### src/rtl/sys_timer_pkg.sv
// Shared definitions for the system timer peripheral: bus write-size codes,
// register offsets, CTRL bit positions and the default window base.
package sys_timer_pkg;

  localparam int RAM_W_OP_WIDTH = 2;

  typedef enum logic [RAM_W_OP_WIDTH-1:0] {
    RAM_W_OP_BYTE = 2'd0,
    RAM_W_OP_HALF = 2'd1,
    RAM_W_OP_WORD = 2'd2
  } ram_w_op_e;

  localparam logic [31:0] TIMER_BASE_ADDR = 32'h1000_0000;

  localparam logic [4:0] TIMER_CTRL_OFS     = 5'h00;
  localparam logic [4:0] TIMER_PRESCALE_OFS = 5'h04;
  localparam logic [4:0] TIMER_COUNT_OFS    = 5'h08;
  localparam logic [4:0] TIMER_COMPARE_OFS  = 5'h0C;
  localparam logic [4:0] TIMER_STATUS_OFS   = 5'h10;

  localparam int TIMER_EN_BIT   = 0;
  localparam int TIMER_AUTO_BIT = 1;
  localparam int TIMER_IE_BIT   = 2;

  // CTRL register image; field order matches the bit indices above.
  typedef struct packed {
    logic ie;
    logic auto_rl;
    logic en;
  } timer_ctrl_t;

endpackage

### src/rtl/sys_timer_bus_wmerge.sv
// Byte-lane write merge: folds a lane-aligned bus write of byte, half or
// word size into an existing 32-bit register value.
module bus_wmerge
  import sys_timer_pkg::*;
(
  input  logic [31:0]               old_data,
  input  logic [31:0]               wdata,
  input  logic [1:0]                adr_lo,
  input  logic [RAM_W_OP_WIDTH-1:0] w_op,
  output logic [31:0]               merged
);

  // Replace only the lanes addressed by the write size and low address bits.
  always_comb begin
    merged = old_data;
    case (w_op)
      RAM_W_OP_BYTE: begin
        case (adr_lo)
          2'd0:    merged[7:0]   = wdata[7:0];
          2'd1:    merged[15:8]  = wdata[15:8];
          2'd2:    merged[23:16] = wdata[23:16];
          default: merged[31:24] = wdata[31:24];
        endcase
      end
      RAM_W_OP_HALF: begin
        if (adr_lo[1]) merged[31:16] = wdata[31:16];
        else           merged[15:0]  = wdata[15:0];
      end
      default: merged = wdata;
    endcase
  end

endmodule

### src/rtl/sys_timer.sv
// Memory-mapped timer: prescaled up-counter with compare match, one-shot or
// auto-reload mode, sticky W1C pending flag and a level interrupt request.
module sys_timer
  import sys_timer_pkg::*;
#(
  parameter logic [31:0] BASE_ADDR   = TIMER_BASE_ADDR,
  parameter int          PRESC_WIDTH = 16
) (
  input  logic                      clk,
  input  logic                      rst_n,
  input  logic                      sys_bus_request,
  input  logic                      sys_bus_we,
  input  logic [31:0]               sys_bus_adr,
  input  logic [31:0]               sys_bus_wdata,
  input  logic [RAM_W_OP_WIDTH-1:0] dram_w_op,
  output logic [31:0]               sys_bus_rdata,
  output logic                      int_flag_o
);

  logic                   win_hit;
  logic                   wr_en;
  logic                   rd_en;
  logic [2:0]             reg_idx;
  logic                   wr_ctrl;
  logic                   wr_presc;
  logic                   wr_count;
  logic                   wr_compare;
  logic                   wr_status;
  timer_ctrl_t            ctrl;
  logic [PRESC_WIDTH-1:0] prescale;
  logic [PRESC_WIDTH-1:0] pre_cnt;
  logic [31:0]            count;
  logic [31:0]            compare;
  logic                   pend;
  logic                   int_flag;
  logic                   tick;
  logic                   match;
  logic [31:0]            reg_val;
  logic [31:0]            merge_old;
  logic [31:0]            merged;

  assign win_hit    = (sys_bus_adr & ~32'h1F) == BASE_ADDR;
  assign reg_idx    = sys_bus_adr[4:2];
  assign wr_en      = sys_bus_request & sys_bus_we & win_hit;
  assign rd_en      = sys_bus_request & ~sys_bus_we & win_hit;
  assign wr_ctrl    = wr_en && (reg_idx == TIMER_CTRL_OFS[4:2]);
  assign wr_presc   = wr_en && (reg_idx == TIMER_PRESCALE_OFS[4:2]);
  assign wr_count   = wr_en && (reg_idx == TIMER_COUNT_OFS[4:2]);
  assign wr_compare = wr_en && (reg_idx == TIMER_COMPARE_OFS[4:2]);
  assign wr_status  = wr_en && (reg_idx == TIMER_STATUS_OFS[4:2]);

  // Current contents of the addressed register; unmapped slots read zero.
  always_comb begin
    reg_val = '0;
    case (reg_idx)
      TIMER_CTRL_OFS[4:2]:     reg_val[2:0] = ctrl;
      TIMER_PRESCALE_OFS[4:2]: reg_val[PRESC_WIDTH-1:0] = prescale;
      TIMER_COUNT_OFS[4:2]:    reg_val = count;
      TIMER_COMPARE_OFS[4:2]:  reg_val = compare;
      TIMER_STATUS_OFS[4:2]:   reg_val[0] = pend;
      default:                 reg_val = '0;
    endcase
  end

  // STATUS is write-1-to-clear, so merge against zero: lanes not written
  // must never echo the live PEND bit back as a clear request.
  assign merge_old = (reg_idx == TIMER_STATUS_OFS[4:2]) ? 32'h0 : reg_val;

  bus_wmerge u_wmerge (
    .old_data (merge_old),
    .wdata    (sys_bus_wdata),
    .adr_lo   (sys_bus_adr[1:0]),
    .w_op     (dram_w_op),
    .merged   (merged)
  );

  assign sys_bus_rdata = rd_en ? reg_val : 32'h0;
  assign tick          = ctrl.en && (pre_cnt == prescale);
  assign match         = tick && (count == compare);

  // Prescaler: runs only while enabled, restarts on wrap or PRESCALE write.
  always_ff @(posedge clk or negedge rst_n) begin
    if (!rst_n)                          pre_cnt <= '0;
    else if (wr_presc || !ctrl.en || tick) pre_cnt <= '0;
    else                                 pre_cnt <= pre_cnt + PRESC_WIDTH'(1);
  end

  // CTRL: a software write overrides the one-shot self-disable.
  always_ff @(posedge clk or negedge rst_n) begin
    if (!rst_n) begin
      ctrl <= '0;
    end else if (wr_ctrl) begin
      ctrl.en      <= merged[TIMER_EN_BIT];
      ctrl.auto_rl <= merged[TIMER_AUTO_BIT];
      ctrl.ie      <= merged[TIMER_IE_BIT];
    end else if (match && !ctrl.auto_rl) begin
      ctrl.en <= 1'b0;
    end
  end

  // PEND: a match in the same cycle beats a software clear.
  always_ff @(posedge clk or negedge rst_n) begin
    if (!rst_n)                        pend <= 1'b0;
    else if (match)                    pend <= 1'b1;
    else if (wr_status && merged[0])   pend <= 1'b0;
  end

  // Plain software-owned configuration registers.
  always_ff @(posedge clk or negedge rst_n) begin
    if (!rst_n) begin
      prescale <= '0;
      compare  <= 32'hFFFF_FFFF;
    end else begin
      if (wr_presc)   prescale <= merged[PRESC_WIDTH-1:0];
      if (wr_compare) compare  <= merged;
    end
  end

  // COUNT: software write wins over a tick; auto-reload restarts at zero.
  always_ff @(posedge clk or negedge rst_n) begin
    if (!rst_n)                   count <= 32'h0;
    else if (wr_count)            count <= merged;
    else if (tick) begin
      if (match && ctrl.auto_rl)  count <= 32'h0;
      else                        count <= count + 32'd1;
    end
  end

  // Interrupt request follows PEND & IE one cycle later.
  always_ff @(posedge clk or negedge rst_n) begin
    if (!rst_n) int_flag <= 1'b0;
    else        int_flag <= pend & ctrl.ie;
  end

  assign int_flag_o = int_flag;

endmodule

### config.mk
export PLATFORM = sky130hd
export DESIGN_NAME = sys_timer
export DESIGN_NICKNAME = d
export VERILOG_FILES = /design/src/rtl/sys_timer_pkg.sv /design/src/rtl/sys_timer_bus_wmerge.sv /design/src/rtl/sys_timer.sv
export SDC_FILE = /design/constraint.sdc
export NUM_CORES = 1
export LEC_CHECK = 0
export CAP_MARGIN = 10
export CORE_ASPECT_RATIO = 0.6
export CORE_UTILIZATION = 45
export DETAILED_ROUTE_END_ITERATION = 6
export GPL_ROUTABILITY_DRIVEN = 0
export GPL_TIMING_DRIVEN = 0
export PLACE_DENSITY = 0.69
export SETUP_SLACK_MARGIN = 0.5
export SLEW_MARGIN = 20
export SYNTH_ARGS = -nofsm -noshare
export SYNTH_HDL_FRONTEND = slang
export SYNTH_SLANG_ARGS = --single-unit
export TNS_END_PERCENT = 20
### constraint.sdc
create_clock -name clk -period 3.17 [get_ports clk]
set_input_delay 0.634 -clock clk [delete_from_list [all_inputs] [get_ports clk]]
set_output_delay 0.634 -clock clk [all_outputs]
set_load 0.05 [all_outputs]
== After elaboration in Yosys (flattened, before gate mapping) ==
Cells that the tools add are included.
Word-level totals
  output and inout bits: 33
  logic and storage cells: 69
  register bits after elaboration: 101
  ROM bits: 0
  bits in writable memories: 0
  bits in latches: 0
  memories kept: 0
Operators by class
  shifts and indexed selects: 0
  reductions and logical operators: 21
  $lt $le $gt $ge: 0
  equality and inequality tests: 10
  multiply operators: 0
  div/mod/pow operators: 0
  muxes and demuxes: 21
  add/subtract/negate cells: 2
  bitwise logic cells: 6
Operators by type and width (number)
  two-way mux 32 bit: 5
  case mux 32 bit (2 select lines): 1
  two-way mux 16 bit: 3
  case mux 13 bit (3 select lines): 1
  adder 32 x 1 -> 32 bit, second input constant: 1
  equality test 32 bit: 1
  two-way mux 8 bit: 4
  case mux 16 bit (2 select lines): 1
  equality test 27 x 24 -> 1 bit, second input constant: 1
  adder 16 x 1 -> 16 bit, second input constant: 1
  equality test 16 bit: 1
  logical AND 1 bit: 10
  case mux 2 bit (4 select lines): 1
  equality test 3 x 2 -> 1 bit, second input constant: 2
  nonzero test 2 bit: 3
  bitwise AND 1 bit: 5
  case mux 1 bit (5 select lines): 1
  equality test 2 x 1 -> 1 bit, second input constant: 2
  logical NOT 2 bit: 2
  two-way mux 1 bit: 4
  equality test 3 x 1 -> 1 bit, second input constant: 1
  equality test 3 bit, second input constant: 1
  logical NOT 3 bit: 1
  OR reduction 3 bit: 1
  other kinds (4): 6

== Logic depth before layout (Yosys ltp) ==
  depth in word-level cells: 8
  gate-level depth with buffers: 10
  depth with buffers taken out: 8

== By module ==
From an unflattened synthesis, not the netlist that was laid out.
Second synthesis, totals
  cell total of the unflattened synthesis: 764
  area total of the unflattened synthesis: 7029.2 sq um
By module, submodules not included
  sys_timer: cells each 725, sequential area each 2567.5 sq um, area each 6585.1 sq um, times used 1
  bus_wmerge: cells each 39, sequential area each 0.0 sq um, area each 444.2 sq um, times used 1

== Worst setup path after synthesis ==
Ideal clock, no wire load.
  path kind: input to output
  start point: input sys_bus_adr[6]
  end point: output sys_bus_rdata[15]
  buffers on the path: 2
  data arrival time: 2.816 ns
  stages: 6
  required time: 2.536 ns
  setup slack: -0.280 ns
  path through: nor4b_1 nand4_1 or3_1 clkbuf_1 clkbuf_1 nor3_1
Between the ends
  word-level cells in the longest chain between the ends: 3
RTL lines
  start: declaration: line sys_timer.sv:13  | input logic [31:0] sys_bus_adr,
  equality test 27 x 24 -> 1 bit: line sys_timer.sv:42  | assign win_hit = (sys_bus_adr & ~32'h1F) == BASE_ADDR;
  bitwise AND 1 bit: line sys_timer.sv:45  | assign rd_en = sys_bus_request & ~sys_bus_we & win_hit;
  two-way mux 32 bit: line sys_timer.sv:77  | assign sys_bus_rdata = rd_en ? reg_val : 32'h0;
  end: declaration: line sys_timer.sv:16  | output logic [31:0] sys_bus_rdata,
No other way between the ends.

== Worst setup path in the final report ==
  start point: input sys_bus_adr[14]
  end point: output sys_bus_rdata[9]
The elaborated chain is that of the path after synthesis.

==> out/qor.yml <==
routing:
  dr.first_iter.drc_count: 1173
  route.met3.wl_mm: 3.087
  num_vias: 6832
  wl_met1_mm: 10.63
  top_layer: "met4"
  vias_per_cell: 6.155
  first_pass_iters: 6
  drc_errors: 0
  finalWirelength_mm: 23.65
  wl_met2_mm: 9.411
  avgRoutedWirePerCell_um: 21.30
  ant_nets: 0
global_routing:
  antenna_found_initial: 0
  grt_pass1_wl_mm: 35.87
  track_usage_pct: 32.14
  grt.overflow.total: 0
  grt_max_degree: 77
  grt_pass1_vias: 6308
synthesis:
  synth_simple_gate_area_share_pct: 25.10
  synthArstFlopShare_pct: 100.0
  synth_nets: 849
  ys_types: 58
  yosysSeqAreaShare_pct: 39.04
  synth_compound_area_share_pct: 16.46
  synth_top_area_share_pct: 26.26
  synth_common_cells: "103 x nor2_1, 97 x nand2_1, 69 x dfrtp_1"
  synth_top_family_by_area: "simple AND/OR/NAND/NOR gates"
  syn_area_mm2: 0.006576
  synth_area_leaders: "dfrtp_1 26%, dfstp_2 13%, xor2_1 6.8%, nor2_1 5.9%, nand2_1 5.5%"
  synth_cells: 777
  synth_seq_cells: 101
  yosysMostFrequentCell: "nor2_1"
  synth-adder-area-share_pct: 0.3805
  yosys_warnings: 0
  syn_area_per_cell_um2: 8.464
  synth-edff-count: 0
  synth-xor-area-share_pct: 8.657
  synth_ff_type: "dfrtp_1"
  synth.area.mux_share_pct: 6.202
  yosys.area.top_type: "dfrtp_1"
clock_network:
  cts_sinks: 101
  clkTransAtPathRegs_ns: 0.08
  htree_num_levels: 3
  clock_path_buffers: 2
  tritoncts: "yes"
  clockRootBuffer: "clkbuf_16"
  numCtsBuffers: 9
  clk_latency_ns: 0.35
finish:
  drive_gt1_share_pct: 30.17
  diodes: 0
  area_growth_pct: 36.74
  final_net_count: 985
  fin_util_pct: 64.43
  fillers: 1163
  fin_area_mm2: 0.008992
power_and_ir_drop:
  leakage_nw: 3.628
  peakVddDrop_v: 0.0002874
  p_per_area_mw_per_mm2: 302.9
setup_path:
  start_kind: "input port"
  path_cells: "buf_6 > nor4_4 > nand4_1 > or3_4 > buf_12 > clkbuf_16 > nor3_4 > buf_6"
  cp_data_arrival_time_ns: 2.24
  critPathBufInv: 4
  setup.worst_path.class: "input port to output port"
  cpMostUsedCell: "buf_6"
  required_ns: 2.54
  cp_top_family: "simple AND/OR/NAND/NOR gates"
  cp.depth: 8
  critPathSlowestCell: "or3_4"
  r2r_cells: 8
  cp-end-kind: "output port"
  cp_max_fo: 7
  cpPeakStageDelay_ns: 0.41
place:
  place_area_mm2: 0.008178
  io_buffers: 101
  pre_cts_ws_ns: -1.427
  dp_hpwl_mm: 17.63
floorplanning:
  num_rows: 33
  fp.dieArea_mm2: 0.01512
  die_x_um: 158.1
  design.core.area_mm2: 0.01396
  die_h_um: 95.64
  ios: 103
  start_util_pct: 47.12
timing:
  tightest_slew_ns: 0.7536
  maxSlewHeadroom_pct: 49.76
  setup_tns_ns: 0
  hold_ws_ns: 0.1409
  finalWorstSetupSlack_ns: 0.2953
  rsz0062_at_grt: "yes"
  period_share_pct: 90.69
  worst_clock_skew_ns: 0.009071
  hold_viol: 0
  slew_viol_final: 0
  max_freq_ghz: 0.3479
  setup_viol: 0
  min_period_ns: 2.875
status:
  outcome: "completed"
min_path:
  hold_class: "input port to asynchronous set/reset pin"
run:
  drv_cap: 0
## metrics by stage
step                power, W  cells
floorplan           0.001421    777
global placement    0.001578   1070
detailed placement  0.001587   1071
CTS                 0.002727   1101
global route        0.002804   1110
finish              0.002724   1110
## where the power goes
group          switching (W)  internal (W)
sequential        0.00000159       0.00129
combinational       0.000161      0.000129
clock               0.000523      0.000619
total               0.000685       0.00204
## per-layer routing
metal / global-route usage [%] / up-vias
li1: - / 3033
met1: 48.15 / 3287
met2: 44.38 / 459
met3: 9.182 / 53
met4: 8.814 / 0
met5: 0 / -
## layout by cell type, fill, tap and decap left out, drive strengths merged, types with 4 or more instances in the layout
cell type      count
nor2             104
nand2             97
buf               96
dfrtp             69
o21ai             58
xor2              51
a21oi             48
clkbuf            47
clkdlybuf4s50     37
a22oi             35
dfstp             32
nand3             25
mux2              24
nor4              21
nor3              15
a31oi             14
xnor2             14
and3              12
nand4             10
nor2b              9
inv                8
clkdlybuf4s15      8
mux2i              7
or2                6
nand2b             6
nor4b              6
or3                5
a221oi             5
and2               4
nor3b              4
## worst register-to-register path: cells and delay by family (launching register included)
kind,cells,cell delay [ns]
and+or+nand+nor,3,1.17
buffers and inverters,1,0.24
AOI/OAI and AO/OA,2,0.39
xor gates and xnor gates,2,0.32
DFF,1,0.42
## area by class of cell
type	instances	area, um2	area share [%]
timing repair buffer	125	1209	13.44
clock buffer	10	229.0	2.546
buffer	54	415.4	4.619
tap	192	240.2	2.671
clock inverter	6	71.32	0.7931
inverter	7	26.28	0.2922
multi-input combinational	615	4232	47.06
sequential	101	2570	28.58
## final timing paths
check	startpoint	end	slack, ns
max	sys_bus_adr[14]	sys_bus_rdata[9]	0.30
min	rst_n	int_flag_o	0.14
max reg2reg	prescale[14]	count[16]	0.50
min reg2reg	compare[17]	compare[17]	0.48
max in group asynchronous	rst_n	compare[5]	2.31
min in group clk	compare[17]	compare[17]	0.48
## registers in the layout, summed over array words and instances (netlist names)
signal,cells
pend,1
prescale,16
ctrl,3
pre_cnt,16
int_flag_o,1
count,32
compare,32
## logic make-up (layout without fill, tap and decap cells)
logic type | Yosys count | count (layout)
simple gates | 335 | 335
compound gates | 179 | 179
flops | 101 | 101
xor+xnor | 65 | 65
buf+inv | 61 | 202
mux | 34 | 34
fa+ha+maj | 2 | 2
## timing repair
item,CTS,global route
pin swaps,18,13
gates resized for setup,383,48
setup endpoints to repair,131,98
gates cloned,3,0
hold buffers,0,0
setup buffers,11,9
(Power assumes the default switching activity.)
